[src/rtl/fifo_ctrl.sv]
// -----------------------------------------------------------------------------
// fifo_ctrl
//   Pointer/flag controller for an external MEM_LENGHT x N FIFO storage array.
//   Converts push/pop requests into write/read addresses and enables for the
//   memory and keeps the occupancy count plus full/empty/almost flags. No data
//   passes through this block.
//
//   Optional feature macro: FIFO_ERROR_FLAGS_EN
//     defined   -> fifo_error port exists; sticky flag set by a rejected push
//                  while full or a rejected pop while empty, cleared by reset.
//     undefined -> no fifo_error port; rejected requests are dropped silently.
//
// Ports
//   clk, reset        clock; synchronous active-high reset
//   push, pop         producer write request / consumer read request
//   almost_full_thr   almost_full when count >= thr (latched in ST_INIT only)
//   almost_empty_thr  almost_empty when count <= thr (latched in ST_INIT only)
//   write_enable      to memory, combinational (push accepted)
//   read_enable       to memory, combinational (pop accepted)
//   write_addr        to memory, registered write pointer
//   read_addr         to memory, registered read pointer
//   fifo_count        registered occupancy 0..MEM_LENGHT
//   full, empty       registered flags decoded from the next FSM state
//   almost_full/empty registered threshold compares on the next count
//   fifo_error        sticky error flag (FIFO_ERROR_FLAGS_EN only)
// -----------------------------------------------------------------------------
module fifo_ctrl #(
  parameter int MEM_LENGHT = 8,
  parameter int ADDR_W     = 3,
  parameter int CNT_W      = 4
) (
  input  logic              clk,
  input  logic              reset,
  input  logic              push,
  input  logic              pop,
  input  logic [CNT_W-1:0]  almost_full_thr,
  input  logic [CNT_W-1:0]  almost_empty_thr,
  output logic              write_enable,
  output logic              read_enable,
  output logic [ADDR_W-1:0] write_addr,
  output logic [ADDR_W-1:0] read_addr,
  output logic [CNT_W-1:0]  fifo_count,
  output logic              full,
  output logic              empty,
  output logic              almost_full,
`ifdef FIFO_ERROR_FLAGS_EN
  output logic              almost_empty,
  output logic              fifo_error
`else
  output logic              almost_empty
`endif
);

  typedef enum logic [1:0] {
    ST_INIT  = 2'd0,
    ST_EMPTY = 2'd1,
    ST_MID   = 2'd2,
    ST_FULL  = 2'd3
  } state_t;

  localparam logic [CNT_W-1:0] LP_FULL_CNT = CNT_W'(MEM_LENGHT);

  state_t            r_state;
  state_t            w_next_state;
  logic [ADDR_W-1:0] r_wr_ptr;
  logic [ADDR_W-1:0] r_rd_ptr;
  logic [CNT_W-1:0]  r_count;
  logic [CNT_W-1:0]  r_af_thr;
  logic [CNT_W-1:0]  r_ae_thr;
  logic              r_full;
  logic              r_empty;
  logic              r_af;
  logic              r_ae;

  logic              w_wr_ok;
  logic              w_rd_ok;
  logic [CNT_W-1:0]  w_next_count;
  logic [CNT_W-1:0]  w_af_thr;
  logic [CNT_W-1:0]  w_ae_thr;

  // Acceptance. Gating with reset keeps the memory enables quiet while the
  // block is being reset, even though the state is only cleared at the edge.
  // In ST_FULL the pointers are equal, so a simultaneous push is refused to
  // avoid writing the slot being read; in ST_EMPTY the pop is refused so there
  // is no read-through of the word being written.
  always_comb begin
    w_wr_ok = push & ~reset & (r_state != ST_FULL)  & (r_state != ST_INIT);
    w_rd_ok = pop  & ~reset & (r_state != ST_EMPTY) & (r_state != ST_INIT);
  end

  always_comb begin
    w_next_count = r_count + CNT_W'(w_wr_ok) - CNT_W'(w_rd_ok);
    if (w_next_count == '0)
      w_next_state = ST_EMPTY;
    else if (w_next_count == LP_FULL_CNT)
      w_next_state = ST_FULL;
    else
      w_next_state = ST_MID;
  end

  // The thresholds are being latched on the INIT edge, so the flags computed
  // on that same edge must use the live inputs rather than the stale latches.
  always_comb begin
    w_af_thr = (r_state == ST_INIT) ? almost_full_thr  : r_af_thr;
    w_ae_thr = (r_state == ST_INIT) ? almost_empty_thr : r_ae_thr;
  end

`ifdef FIFO_ERROR_FLAGS_EN
  logic r_err;
  logic w_err_evt;

  // A push refused only because the FIFO is full, or a pop refused only
  // because it is empty. Requests during ST_INIT are ignored entirely.
  always_comb begin
    w_err_evt = ~reset & ((push & (r_state == ST_FULL)) |
                          (pop  & (r_state == ST_EMPTY)));
  end

  always_ff @(posedge clk) begin
    if (reset)
      r_err <= 1'b0;
    else if (w_err_evt)
      r_err <= 1'b1;
  end

  assign fifo_error = r_err;
`endif

  // FSM plus all registered outputs. Every flag follows next_count so it is
  // valid the cycle after the accepted operation.
  always_ff @(posedge clk) begin
    if (reset) begin
      r_state  <= ST_INIT;
      r_wr_ptr <= '0;
      r_rd_ptr <= '0;
      r_count  <= '0;
      r_af_thr <= '0;
      r_ae_thr <= '0;
      r_full   <= 1'b0;
      r_empty  <= 1'b1;
      r_af     <= 1'b0;
      r_ae     <= 1'b1;
    end else begin
      case (r_state)
        ST_INIT: begin
          r_af_thr <= almost_full_thr;
          r_ae_thr <= almost_empty_thr;
          r_state  <= ST_EMPTY;
        end
        default: r_state <= w_next_state;
      endcase

      // Power-of-two depth: pointers wrap naturally at ADDR_W bits.
      if (w_wr_ok) r_wr_ptr <= r_wr_ptr + 1'b1;
      if (w_rd_ok) r_rd_ptr <= r_rd_ptr + 1'b1;

      r_count <= w_next_count;
      r_full  <= (w_next_state == ST_FULL);
      r_empty <= (w_next_state == ST_EMPTY);
      r_af    <= (w_next_count >= w_af_thr);
      r_ae    <= (w_next_count <= w_ae_thr);
    end
  end

  assign write_enable = w_wr_ok;
  assign read_enable  = w_rd_ok;
  assign write_addr   = r_wr_ptr;
  assign read_addr    = r_rd_ptr;
  assign fifo_count   = r_count;
  assign full         = r_full;
  assign empty        = r_empty;
  assign almost_full  = r_af;
  assign almost_empty = r_ae;

endmodule

[config.mk]
export PLATFORM = sky130hd
export DESIGN_NAME = fifo_ctrl
export DESIGN_NICKNAME = d
export VERILOG_FILES = /design/src/rtl/fifo_ctrl.sv
export SDC_FILE = /design/constraint.sdc
export NUM_CORES = 1
export LEC_CHECK = 0
export CORE_ASPECT_RATIO = 1.5
export CORE_MARGIN = 2
export CORE_UTILIZATION = 47
export DETAILED_ROUTE_END_ITERATION = 10
export PLACE_DENSITY = 0.77
export SKIP_LAST_GASP = 1
export SYNTH_ARGS = -nofsm -noshare
export SYNTH_HDL_FRONTEND = slang
export SYNTH_SLANG_ARGS = --single-unit
[constraint.sdc]
create_clock -name clk -period 3.67 [get_ports clk]
set_input_delay 0.5505 -clock clk [delete_from_list [all_inputs] [get_ports clk]]
set_output_delay 0.5505 -clock clk [all_outputs]
set_load 0.03 [all_outputs]
==> results of run 1 <==
## how the worst min path moves through the flow
stage	start	end
final	read_addr[1]	read_addr[1]
after global routing	read_addr[1]	read_addr[1]
after CTS	read_addr[1]	read_addr[1]
after detailed placement	read_addr[1]	read_addr[1]
after global placement	read_addr[1]	read_addr[1]
after floorplan	r_ae_thr[1]	r_ae_thr[1]
## area by class of cell
cell class / count / share of cell area (%)
sequential: 24 / 33.0
clock buffer: 3 / 1.55
multi-input combinational: 76 / 41.0
timing repair buffer: 30 / 20.1
inverter: 9 / 2.32
tap: 23 / 1.98
## kinds of logic (layout without fill, tap and decap cells)
group / count (synthesis) / count (layout) / share of synthesized area, %
AND/OR/NAND/NOR: 34 / 34 / 15.6
buffers and inverters: 11 / 42 / 3.70
multiplexers: 9 / 9 / 8.96
AO/OA/AOI/OAI: 9 / 9 / 4.70
XOR/XNOR: 9 / 9 / 7.05
flip-flops: 24 / 24 / 43.0
adder cells (fa/ha/maj): 15 / 15 / 17.0
## state kept, by name (all words and copies together) (netlist names)
| register | flops |
|---|---|
| empty | 1 |
| almost_empty | 1 |
| fifo_count | 4 |
| almost_full | 1 |
| full | 1 |
| r_state | 2 |
| read_addr | 3 |
| write_addr | 3 |
| r_af_thr | 4 |
| r_ae_thr | 4 |
## power by group through the flow
stage / clock network, W / logic (W) / registers (W)
2_1_floorplan: 0 / 0.000405 / 0.000438
3_3_place_gp: 0 / 0.000657 / 0.000368
3_5_place_dp: 0 / 0.000670 / 0.000371
4_1_cts: 0.000114 / 0.000678 / 0.000364
5_1_grt: 0.000128 / 0.000738 / 0.000370
6_report: 0.000110 / 0.000669 / 0.000363
## synth_stat cells
library cell,n,share of area [%]
sky130_fd_sc_hd__nor2_2,1,0.56
sky130_fd_sc_hd__mux2i_1,4,3.6
sky130_fd_sc_hd__nand2b_1,2,1.1
sky130_fd_sc_hd__maj3_1,1,0.90
sky130_fd_sc_hd__a21oi_1,5,2.2
sky130_fd_sc_hd__inv_1,9,3.0
sky130_fd_sc_hd__dfxtp_1,24,43
sky130_fd_sc_hd__nand3_1,3,1.3
sky130_fd_sc_hd__nor3b_2,1,1.1
sky130_fd_sc_hd__or3_1,2,1.1
sky130_fd_sc_hd__nor2_1,14,4.7
sky130_fd_sc_hd__mux2_2,4,4.0
sky130_fd_sc_hd__maj3_2,2,2.0
sky130_fd_sc_hd__nor3_1,1,0.45
sky130_fd_sc_hd__nor2b_1,5,2.8
sky130_fd_sc_hd__nand2_1,4,1.3
sky130_fd_sc_hd__o21bai_1,1,0.67
sky130_fd_sc_hd__xor2_1,5,3.9
sky130_fd_sc_hd__xnor2_1,4,3.1
sky130_fd_sc_hd__mux2_4,1,1.3
sky130_fd_sc_hd__o21ai_0,1,0.45
sky130_fd_sc_hd__fa_1,1,1.8
sky130_fd_sc_hd__ha_1,11,12
sky130_fd_sc_hd__clkbuf_1,2,0.67
sky130_fd_sc_hd__nor2_4,1,1.0
sky130_fd_sc_hd__a21o_1,2,1.3
## per-stage QoR
stage          setup slack (ns)  instance area, um2  hold WS (ns)  utilization, %  cells
6_report                  0.543                1450         0.486            65.1    165
5_1_grt                   0.436                1450         0.513            65.1    165
4_1_cts                   0.543                1450         0.489            65.1    165
3_5_place_dp              0.249                1430         0.472            64.1    162
3_3_place_gp              0.324                1430         0.468            64.1    162
2_1_floorplan             0.374                1120         0.462               -    111
## per-layer routing
layer	part of all wire [%]	track usage [%]	vias to the layer above
met5	0	0	-
met4	2.3	6.82	0
met3	4.3	1.72	5
met2	55	30.1	23
met1	38	16.0	372
li1	-	-	424
## worst max-delay path, stage by stage
cell and delay (ns):
sky130_fd_sc_hd__clkdlybuf4s50_1 0.50, sky130_fd_sc_hd__nand2_1 0.11, sky130_fd_sc_hd__nor2_1 0.17, sky130_fd_sc_hd__ha_1 0.25, sky130_fd_sc_hd__inv_1 0.06, sky130_fd_sc_hd__ha_1 0.17
sky130_fd_sc_hd__fa_1 0.48, sky130_fd_sc_hd__ha_1 0.33, sky130_fd_sc_hd__a21o_1 0.17, sky130_fd_sc_hd__maj3_1 0.34, sky130_fd_sc_hd__a21oi_1 0.15, sky130_fd_sc_hd__or3_1 0.12
==> impl_metrics.ini, run 1 <==
[clock_network]
clock_latency_ns = 0.31
cts.root.buffer_cell = sky130_fd_sc_hd__clkbuf_4
clock_sinks = 24
tritoncts = built
clockBufferDepth = 2
resize_count_post_cts = 0
cts_hold_buf = 0
cts_buffers = 3
cts_h_tree_depth = 1
clk_transition_reported_paths_ns = 0.12
postCtsSetupBuffers = 0

[synthesis]
yosys.cell_types.count = 26
synth_fp_nets = 135
netlist_instances = 111
yosysSeqAreaShare_pct = 43.0
syn_area_um2 = 1120
yosys_register_bits = 24
synth_area_per_cell_um2 = 10.1
synthesis.yosys.warnings = 0

[setup_path]
timing.critical_path.fanout_max = 4
timing.reg2reg.setup_slack_ns = 0.77
crit_path_end_kind = flop
path_class = in -> reg
worstRegToRegCells = 11
r2r_end = almost_empty
timing.critical_path.to = almost_empty
startpoint = pop
cp_data_arrival_time_ns = 3.39
crit-reg2reg-launch = r_state[1]
required_ns = 3.93
timing.critical_path.from_type = input pin

[sta]
period_share_pct = 85.2
period_minus_ws_final_ns = 3.13
timing.max_slew.rel_slack_pct = 77.7
final_hold_viol_count = 0
setup_viol_count_final = 0
tightestPinTransition_ns = 0.326
grt_setup_unrepaired = no
timing.final.max_slew_violations = 0
timing.clock.skew_ns = 0.00568
fmax_ghz = 0.320
setup-tns-final_ns = 0

[detailed_routing]
drt-total-wl_um = 1900
routed-via-count = 824
viasPerCell = 4.99
first_pass_iters = 2
drc = 0
wl_per_cell_um = 11.5
detail-route-antenna-nets = 0
first_iter_violations = 5

[run_status]
outcome = complete, no violations

[power]
switching_power_w = 0.000451
power.density_nw_per_um2 = 785
pwr-share-comb_pct = 58.6
share_clk_of_total_power_pct = 9.6
switching_share_pct = 39.5
power.ir.vdd_worst_uv = 423
reg_power_share_pct = 31.8
p_leak_nw = 0.625
power_report.internal_total_w = 0.000691
total_power_w = 0.00114

[worst_hold_path]
min_path_cells = 2
hp-class = reg -> reg

[cells_and_area]
fillers = 183
multiInputGateArea_um2 = 596
layout-area-overhead-vs-synth_pct = 30.1
final_antenna_diode_count = 0
most_common_cell_after_layout_fill_and_taps_aside = sky130_fd_sc_hd__clkdlybuf4s50_1
drive_above_1_share_pct = 11.3
area_taken_by_flip_flops_and_latches_um2 = 480
layout.nets = 168
leading_cell_types_in_the_layout_fill_and_taps_excluded = sky130_fd_sc_hd__clkdlybuf4s50_1, sky130_fd_sc_hd__dfxtp_1, sky130_fd_sc_hd__nor2_1

[grt]
grt_start_max_net_pins = 24
grt_antenna_before_repair = 0
grt_pass1_vias = 874
grt.total_usage_pct = 15.8
grt.overflow.total = 0
grt_pass1_wl_um = 3390

[floorplanning]
design.die.area_um2 = 2790
fp-row-count = 21
effective_utilization_at_floorplan_pct = 50.0
chipWidth_um = 43.8
die_h_um = 63.7
floorplan.core_area_um2 = 2230
io-pin-count = 28

[job]
cap_violations = 0

[placed_design]
place_congestion = 0.767
estimated_wirelength_of_the_detail_placed_design_um = 1500
place.port_buffers = 27
(Power assumes the default switching activity.)
==> run 2, diff against run 1 <==
--- a/config.mk
+++ b/config.mk
@@ -5,6 +5,7 @@
 export SDC_FILE = /design/constraint.sdc
 export NUM_CORES = 1
 export LEC_CHECK = 0
+export ABC_AREA = 0
 export CORE_ASPECT_RATIO = 1.5
 export CORE_MARGIN = 2
 export CORE_UTILIZATION = 47
==> results of run 2 <==
The final DEF is identical to that of run 1; final timing and power are the same.
